### src/rtl/muldiv_if.sv
// =============================================================================
// muldiv_if : issue / MTHI-MTLO / flush bundle between EX control and muldiv
// Revision  : 1.0
// =============================================================================
`default_nettype none

interface muldiv_if;
    logic        start;
    logic        is_mult;
    logic        is_multu;
    logic        is_div;
    logic        is_divu;
    logic [31:0] a;
    logic [31:0] b;
    logic        hi_wen;
    logic        lo_wen;
    logic [31:0] wdata;
    logic        flush;
    logic        busy;
    logic        done;
    logic [31:0] hi;
    logic [31:0] lo;

    modport master (
        output start, is_mult, is_multu, is_div, is_divu, a, b,
        output hi_wen, lo_wen, wdata, flush,
        input  busy, done, hi, lo
    );

    modport slave (
        input  start, is_mult, is_multu, is_div, is_divu, a, b,
        input  hi_wen, lo_wen, wdata, flush,
        output busy, done, hi, lo
    );
endinterface

`default_nettype wire

### src/rtl/muldiv.sv
// =============================================================================
// muldiv : multi-cycle multiply / restoring divide unit owning HI and LO
// Revision : 1.0
// =============================================================================
`default_nettype none

module muldiv #(
    parameter int DIV_ITERS = 32
) (
    input  logic     clk,
    input  logic     resetn,
    muldiv_if.slave  bus
);

    localparam int                CNT_W     = $clog2(DIV_ITERS + 1);
    localparam logic [CNT_W-1:0]  LAST_ITER = CNT_W'(DIV_ITERS - 1);

    typedef enum logic [1:0] {
        S_IDLE = 2'd0,
        S_MUL  = 2'd1,
        S_DIV  = 2'd2,
        S_FIX  = 2'd3
    } state_t;

    state_t           state_q,      state_d;
    logic             busy_q,       busy_d;
    logic             done_q,       done_d;
    logic [31:0]      hi_q,         hi_d;
    logic [31:0]      lo_q,         lo_d;
    logic [31:0]      op_a_q,       op_a_d;
    logic [31:0]      op_b_q,       op_b_d;
    logic             mul_signed_q, mul_signed_d;
    logic [31:0]      rem_q,        rem_d;
    logic [31:0]      quo_q,        quo_d;
    logic [CNT_W-1:0] cnt_q,        cnt_d;
    logic             rem_neg_q,    rem_neg_d;
    logic             quo_neg_q,    quo_neg_d;
    logic             div_zero_q,   div_zero_d;

    logic        w_is_mul_op;
    logic        w_is_div_op;
    logic        w_div_signed;
    logic [31:0] w_a_abs;
    logic [31:0] w_b_abs;
    logic [63:0] w_a_ext;
    logic [63:0] w_b_ext;
    logic [63:0] w_prod;
    logic [32:0] w_rem_sh;
    logic        w_trial_ge;
    logic [31:0] w_trial;

    // Op priority: mult > multu > div > divu
    assign w_is_mul_op  = bus.is_mult | bus.is_multu;
    assign w_is_div_op  = ~w_is_mul_op & (bus.is_div | bus.is_divu);
    assign w_div_signed = bus.is_div;
    assign w_a_abs      = (w_div_signed & bus.a[31]) ? -bus.a : bus.a;
    assign w_b_abs      = (w_div_signed & bus.b[31]) ? -bus.b : bus.b;

    // Sign-extending to 64 bits makes one truncated product serve both flavours
    assign w_a_ext = {{32{mul_signed_q & op_a_q[31]}}, op_a_q};
    assign w_b_ext = {{32{mul_signed_q & op_b_q[31]}}, op_b_q};
    assign w_prod  = w_a_ext * w_b_ext;

    // The true difference always fits 32 bits whenever the trial succeeds
    assign w_rem_sh   = {rem_q, quo_q[31]};
    assign w_trial_ge = (w_rem_sh >= {1'b0, op_b_q});
    assign w_trial    = w_rem_sh[31:0] - op_b_q;

    always_comb begin
        state_d      = state_q;
        done_d       = 1'b0;
        hi_d         = hi_q;
        lo_d         = lo_q;
        op_a_d       = op_a_q;
        op_b_d       = op_b_q;
        mul_signed_d = mul_signed_q;
        rem_d        = rem_q;
        quo_d        = quo_q;
        cnt_d        = cnt_q;
        rem_neg_d    = rem_neg_q;
        quo_neg_d    = quo_neg_q;
        div_zero_d   = div_zero_q;

        if (bus.flush) begin
            state_d = S_IDLE;
        end else begin
            case (state_q)
                S_IDLE: begin
                    if (bus.start && w_is_mul_op) begin
                        op_a_d       = bus.a;
                        op_b_d       = bus.b;
                        mul_signed_d = bus.is_mult;
                        state_d      = S_MUL;
                    end else if (bus.start && w_is_div_op) begin
                        op_a_d     = bus.a;
                        op_b_d     = w_b_abs;
                        quo_d      = w_a_abs;
                        rem_d      = 32'd0;
                        cnt_d      = '0;
                        rem_neg_d  = w_div_signed & bus.a[31];
                        quo_neg_d  = w_div_signed & (bus.a[31] ^ bus.b[31]);
                        div_zero_d = (bus.b == 32'd0);
                        state_d    = S_DIV;
                    end
                end
                S_MUL: begin
                    hi_d    = w_prod[63:32];
                    lo_d    = w_prod[31:0];
                    done_d  = 1'b1;
                    state_d = S_IDLE;
                end
                S_DIV: begin
                    rem_d = w_trial_ge ? w_trial : w_rem_sh[31:0];
                    quo_d = {quo_q[30:0], w_trial_ge};
                    cnt_d = cnt_q + CNT_W'(1);
                    if (cnt_q == LAST_ITER) begin
                        state_d = S_FIX;
                    end
                end
                S_FIX: begin
                    if (div_zero_q) begin
                        lo_d = 32'hFFFF_FFFF;
                        hi_d = op_a_q;
                    end else begin
                        lo_d = quo_neg_q ? -quo_q : quo_q;
                        hi_d = rem_neg_q ? -rem_q : rem_q;
                    end
                    done_d  = 1'b1;
                    state_d = S_IDLE;
                end
                default: state_d = S_IDLE;
            endcase
        end

        // Commits only happen while busy, so MTHI/MTLO never collide with them
        if (!busy_q) begin
            if (bus.hi_wen) hi_d = bus.wdata;
            if (bus.lo_wen) lo_d = bus.wdata;
        end

        busy_d = (state_d != S_IDLE);
    end

    always_ff @(posedge clk or negedge resetn) begin
        if (!resetn) begin
            state_q      <= S_IDLE;
            busy_q       <= 1'b0;
            done_q       <= 1'b0;
            hi_q         <= 32'd0;
            lo_q         <= 32'd0;
            op_a_q       <= 32'd0;
            op_b_q       <= 32'd0;
            mul_signed_q <= 1'b0;
            rem_q        <= 32'd0;
            quo_q        <= 32'd0;
            cnt_q        <= '0;
            rem_neg_q    <= 1'b0;
            quo_neg_q    <= 1'b0;
            div_zero_q   <= 1'b0;
        end else begin
            state_q      <= state_d;
            busy_q       <= busy_d;
            done_q       <= done_d;
            hi_q         <= hi_d;
            lo_q         <= lo_d;
            op_a_q       <= op_a_d;
            op_b_q       <= op_b_d;
            mul_signed_q <= mul_signed_d;
            rem_q        <= rem_d;
            quo_q        <= quo_d;
            cnt_q        <= cnt_d;
            rem_neg_q    <= rem_neg_d;
            quo_neg_q    <= quo_neg_d;
            div_zero_q   <= div_zero_d;
        end
    end

    assign bus.busy = busy_q;
    assign bus.done = done_q;
    assign bus.hi   = hi_q;
    assign bus.lo   = lo_q;

endmodule

`default_nettype wire

### src/flat_wrapper.sv
// flat-port wrapper written by rule: the top's interface ports become plain ports
module muldiv_flat 
#(
    parameter int DIV_ITERS = 32
)
  (clk, resetn, bus_start, bus_is_mult, bus_is_multu, bus_is_div, bus_is_divu, bus_a, bus_b, bus_hi_wen, bus_lo_wen, bus_wdata, bus_flush, bus_busy, bus_done, bus_hi, bus_lo);
  muldiv_if bus_i ();
  input  logic clk;
  input  logic resetn;
  input wire logic [$bits(bus_i.start)-1:0] bus_start;
  input wire logic [$bits(bus_i.is_mult)-1:0] bus_is_mult;
  input wire logic [$bits(bus_i.is_multu)-1:0] bus_is_multu;
  input wire logic [$bits(bus_i.is_div)-1:0] bus_is_div;
  input wire logic [$bits(bus_i.is_divu)-1:0] bus_is_divu;
  input wire logic [$bits(bus_i.a)-1:0] bus_a;
  input wire logic [$bits(bus_i.b)-1:0] bus_b;
  input wire logic [$bits(bus_i.hi_wen)-1:0] bus_hi_wen;
  input wire logic [$bits(bus_i.lo_wen)-1:0] bus_lo_wen;
  input wire logic [$bits(bus_i.wdata)-1:0] bus_wdata;
  input wire logic [$bits(bus_i.flush)-1:0] bus_flush;
  output wire logic [$bits(bus_i.busy)-1:0] bus_busy;
  output wire logic [$bits(bus_i.done)-1:0] bus_done;
  output wire logic [$bits(bus_i.hi)-1:0] bus_hi;
  output wire logic [$bits(bus_i.lo)-1:0] bus_lo;
  assign bus_i.start = bus_start;
  assign bus_i.is_mult = bus_is_mult;
  assign bus_i.is_multu = bus_is_multu;
  assign bus_i.is_div = bus_is_div;
  assign bus_i.is_divu = bus_is_divu;
  assign bus_i.a = bus_a;
  assign bus_i.b = bus_b;
  assign bus_i.hi_wen = bus_hi_wen;
  assign bus_i.lo_wen = bus_lo_wen;
  assign bus_i.wdata = bus_wdata;
  assign bus_i.flush = bus_flush;
  assign bus_busy = bus_i.busy;
  assign bus_done = bus_i.done;
  assign bus_hi = bus_i.hi;
  assign bus_lo = bus_i.lo;
  muldiv #(.DIV_ITERS(DIV_ITERS)) u_core (.clk(clk), .resetn(resetn), .bus(bus_i));
endmodule
### config.mk
export PLATFORM = sky130hd
export DESIGN_NAME = muldiv_flat
export DESIGN_NICKNAME = d
export VERILOG_FILES = /design/src/rtl/muldiv_if.sv /design/src/rtl/muldiv.sv /design/src/flat_wrapper.sv
export SDC_FILE = /design/constraint.sdc
export NUM_CORES = 2
export LEC_CHECK = 0
export ABC_CLOCK_PERIOD_IN_PS = 7900
export BUFFER_PORTS_ARGS = -buffer_cell sky130_fd_sc_hd__buf_2
export CAP_MARGIN = 20
export CORE_MARGIN = 2
export CORE_UTILIZATION = 60
export DETAILED_ROUTE_END_ITERATION = 16
export HOLD_SLACK_MARGIN = 0.08
export PLACE_DENSITY = 0.87
export SYNTH_ARGS = -nofsm -noshare
export SYNTH_HDL_FRONTEND = slang
export SYNTH_SLANG_ARGS = --single-unit
### constraint.sdc
create_clock -name clk -period 7.9 [get_ports clk]
set_clock_uncertainty 0.15 [all_clocks]
set_input_delay 0.395 -clock clk [delete_from_list [all_inputs] [get_ports clk]]
set_output_delay 0.395 -clock clk [all_outputs]
set_load 0.02 [all_outputs]
==> summary.md <==
| Metric | Value |
|---|---|
| I/O Pins | `172` |
| Area Growth Syn to Fin | `17.51%` |
| Startpoint Class | `flop` |
| Grt met1 use | `0.4679` |
| Synth Flop Type | `dfrtp_1` |
| Final nets | `7828` |
| Worst reg-to-reg setup slack | `-0.21 ns` |
| Count leader, synth | `inv_1` |
| CP max FO | `10` |
| Syn_nets | `7345` |
| Hold path startpoint | `bus_b[19]` |
| RSZ-0062 raised after global routing | `true` |
| PnR worst setup slack | `-0.2106 ns` |
| Placed Area | `56640 um^2` |
| Routed vias/inst | `6.046` |
| Crit path kind | `reg2reg` |
| Area of the core | `85150 um^2` |
| WP data arrival | `8.46 ns` |
| Least-Margin Pin Slew | `1.240 ns` |
| Port buffer count | `171` |
| Met2 Usage GRT | `0.6326` |
| Biggest area consumer among synthesized cells | `fa_1` |
| Worst hold path type | `in2reg` |
| Largest net degree at the start of global routing | `96` |
| Design Area, Final | `60610 um^2` |
| Failing checks | `setup timing` |
| Worst rel slew slack | `0.1645` |
| DR pass1 iterations | `8` |
| Number of global-route vias before repair | `48640` |
| Outcome | `complete, but fails checks` |
| Drt initial violations | `4874` |
| Fraction of the cycle the final worst path needs | `1.027` |
| R2r startpoint | `u_core.op_b_q[10]` |
| Fin. Hold Viols | `0` |
| Starting Density | `0.6058` |
| Final WL | `174.2 mm` |
| Final-report max-slew violation count | `0` |
| Asr flop ratio synth | `1.000` |
| TritonCTS clock tree | `done` |
| Die Y | `297.2 um` |
| Met3 Resource Use GR | `0.07873` |
| Worst-case reg-to-reg path depth | `27` |
| DIE WIDTH | `297.2 um` |
| Layout cells sized above 1 | `0.1658` |
| Critical R2R Capture | `u_core.bus.hi[31]` |
| Initial antenna violation count | `26` |
| Area contributors post-synth | `fa_1 44%, dfrtp_1 10%, inv_1 8.6%, nand2_1 6.7%, ha_1 6.0%` |
| Sink Count | `206` |
| Total Routing Usage GR | `0.3899` |
| Mean Syn Cell Area | `8.796 um^2` |
| Fmax | `0.1233 GHz` |
| Sequential share of the synthesized area | `0.09994` |
| CTS max path bufs | `3` |
| Final setup violation count | `13` |
| Number of synthesized flops with an enable pin | `0` |
| Synth top area share | `0.4370` |
| Via Count | `45490` |
| Routed length per placed instance | `23.15 um` |
| Global-route layer with the greatest usage | `met2` |
| CTS clk-pin slew, worst paths | `0.06 ns` |
| Crit path time final | `8.111 ns` |
| CTS HTree Levels | `1` |
| Max_cap viols | `0` |
| CP Capture Type | `flop` |
| Worst Hold Endpoint | `u_core.op_b_q[19]` |
| Ys Warns | `0` |
| Hold depth | `3` |
| Rows | `107` |
| Post-route ant nets | `0` |
| Post-synth top cells | `1185 x inv_1, 1126 x fa_1, 924 x nand2_1` |
| DRC violations left | `0` |
| Cells after synthesis | `5864` |
| Hold_ws | `0.09931 ns` |
| Die area | `88330 um^2` |
| First-pass GRT wire length | `266.0 mm` |
| Detailed placement HPWL | `135.2 mm` |
| Clock latency on the worst-skew pair | `0.60 ns` |
| GRT overflow | `0` |
| #FFs+latches synth | `206` |
| Root Driver | `clkbuf_16` |
| Routability congestion estimate | `0.9904` |
| TritonCTS Buffers | `27` |
| Mapped Area | `51580 um^2` |
| Worst path required time | `8.25 ns` |
| Netlist cell types | `74` |
## cell families after synthesis
family                     share of synthesized area
DFF                                          0.09994
and+or+nand+nor                               0.1554
xor gates and xnor gates                     0.03634
adders and majority gates                     0.4974
buffers and inverters                         0.1128
AOI/OAI and AO/OA                            0.08667
muxes                                        0.01147
## worst max-delay path, cell delays in order, from the launching register on
cell        delay [ns]
dfrtp_2           0.43
buf_4             0.20
buf_4             0.15
and3_1            0.23
fa_2              0.61
inv_1             0.12
fa_2              0.41
inv_1             0.11
fa_1              0.47
buf_4             0.16
fa_2              0.58
clkinvlp_4        0.18
fa_1              0.53
inv_1             0.08
fa_1              0.54
inv_1             0.06
fa_1              0.46
fa_1              0.52
inv_1             0.09
ha_4              0.27
nand2_1           0.08
or4_4             0.53
nor2_4            0.11
a31o_4            0.21
and2_4            0.16
nor2_1            0.05
or3_1             0.34
a31oi_1           0.19
## layout make-up
class | instances | area [um^2]
diodes | 13 | 32.53
clock buffers | 40 | 814.5
clock inverters | 10 | 107.6
fillers | 5975 | 24530
inverters | 1186 | 4462
multi-input cells | 4110 | 41680
flip-flops and latches | 206 | 5184
well taps | 1144 | 1431
repair buffers | 816 | 6907
## flip-flops by register name, indices dropped and copies added (netlist names)
| signal | count |
|---|---|
| u_core.bus.lo | 32 |
| u_core.op_a_q | 32 |
| u_core.rem_q | 32 |
| u_core.div_zero_q | 1 |
| u_core.bus.hi | 32 |
| u_core.bus.busy | 1 |
| u_core.quo_q | 32 |
| u_core.rem_neg_q | 1 |
| u_core.cnt_q | 6 |
| u_core.op_b_q | 32 |
| u_core.state_q | 2 |
| u_core.bus.done | 1 |
| u_core.quo_neg_q | 1 |
| u_core.mul_signed_q | 1 |
## worst max path at each step
stage	startpoint	to
2_1_floorplan	u_core.op_a_q[28]	u_core.bus.hi[22]
3_3_place_gp	u_core.op_a_q[22]	u_core.bus.hi[24]
3_5_place_dp	u_core.op_a_q[22]	u_core.bus.hi[22]
4_1_cts	u_core.op_b_q[20]	u_core.bus.hi[22]
5_1_grt	u_core.op_a_q[16]	u_core.bus.hi[22]
6_report	u_core.op_b_q[10]	u_core.bus.hi[31]
## cell usage in the layout (no fill, tap or decap), drive strengths merged, types with 31 or more instances in the layout
master	netlist	final
xor2	85	85
nand3	32	32
nor2	206	206
a21oi	210	210
a21o	49	49
dfrtp	206	206
clkbuf	341	44
mux2	33	33
ha	249	249
buf	21	722
and3	31	31
fa	1126	1126
and2	368	368
xnor2	129	129
nand2	924	924
o21ai	237	237
dlygate4sd3	0	90
inv	1185	1187
a31oi	43	43
## repair_timing
item | in CTS | in global routing
setup buffers | 36 | 40
hold buffers | 90 | 0
gates resized for setup | 113 | 216
endpoints found under the hold margin | 188 | 0
endpoints found under the setup margin | 28 | 34
gates cloned | 1 | 4
pin swaps | 52 | 125
## through the flow
stage          instances   TNS [ns]  setup slack (ns)  utilization
2_1_floorplan       5864  -0.003245         -0.003245            -
3_3_place_gp        7290     -3.747           -0.3337       0.6652
3_5_place_dp        7290     -6.143           -0.5425       0.6652
4_1_cts             7467    -0.5541           -0.1081       0.6954
5_1_grt             7519     -4.466           -0.3669       0.7117
6_report            7525     -1.316           -0.2106       0.7119
## per-layer routing
| layer | wire [um] | vias to the layer above | share of wire |
|---|---|---|---|
| met2 | 82470 | 3108 | 0.47 |
| li1 | - | 18720 | - |
| met5 | 169 | - | 0.00097 |
| met4 | 15150 | 22 | 0.087 |
| met3 | 18140 | 1035 | 0.10 |
| met1 | 58250 | 22610 | 0.33 |
Power is left out: the tool's default activity adds up to more than one toggle a clock period on the data nets, which glitch-free logic cannot reach.
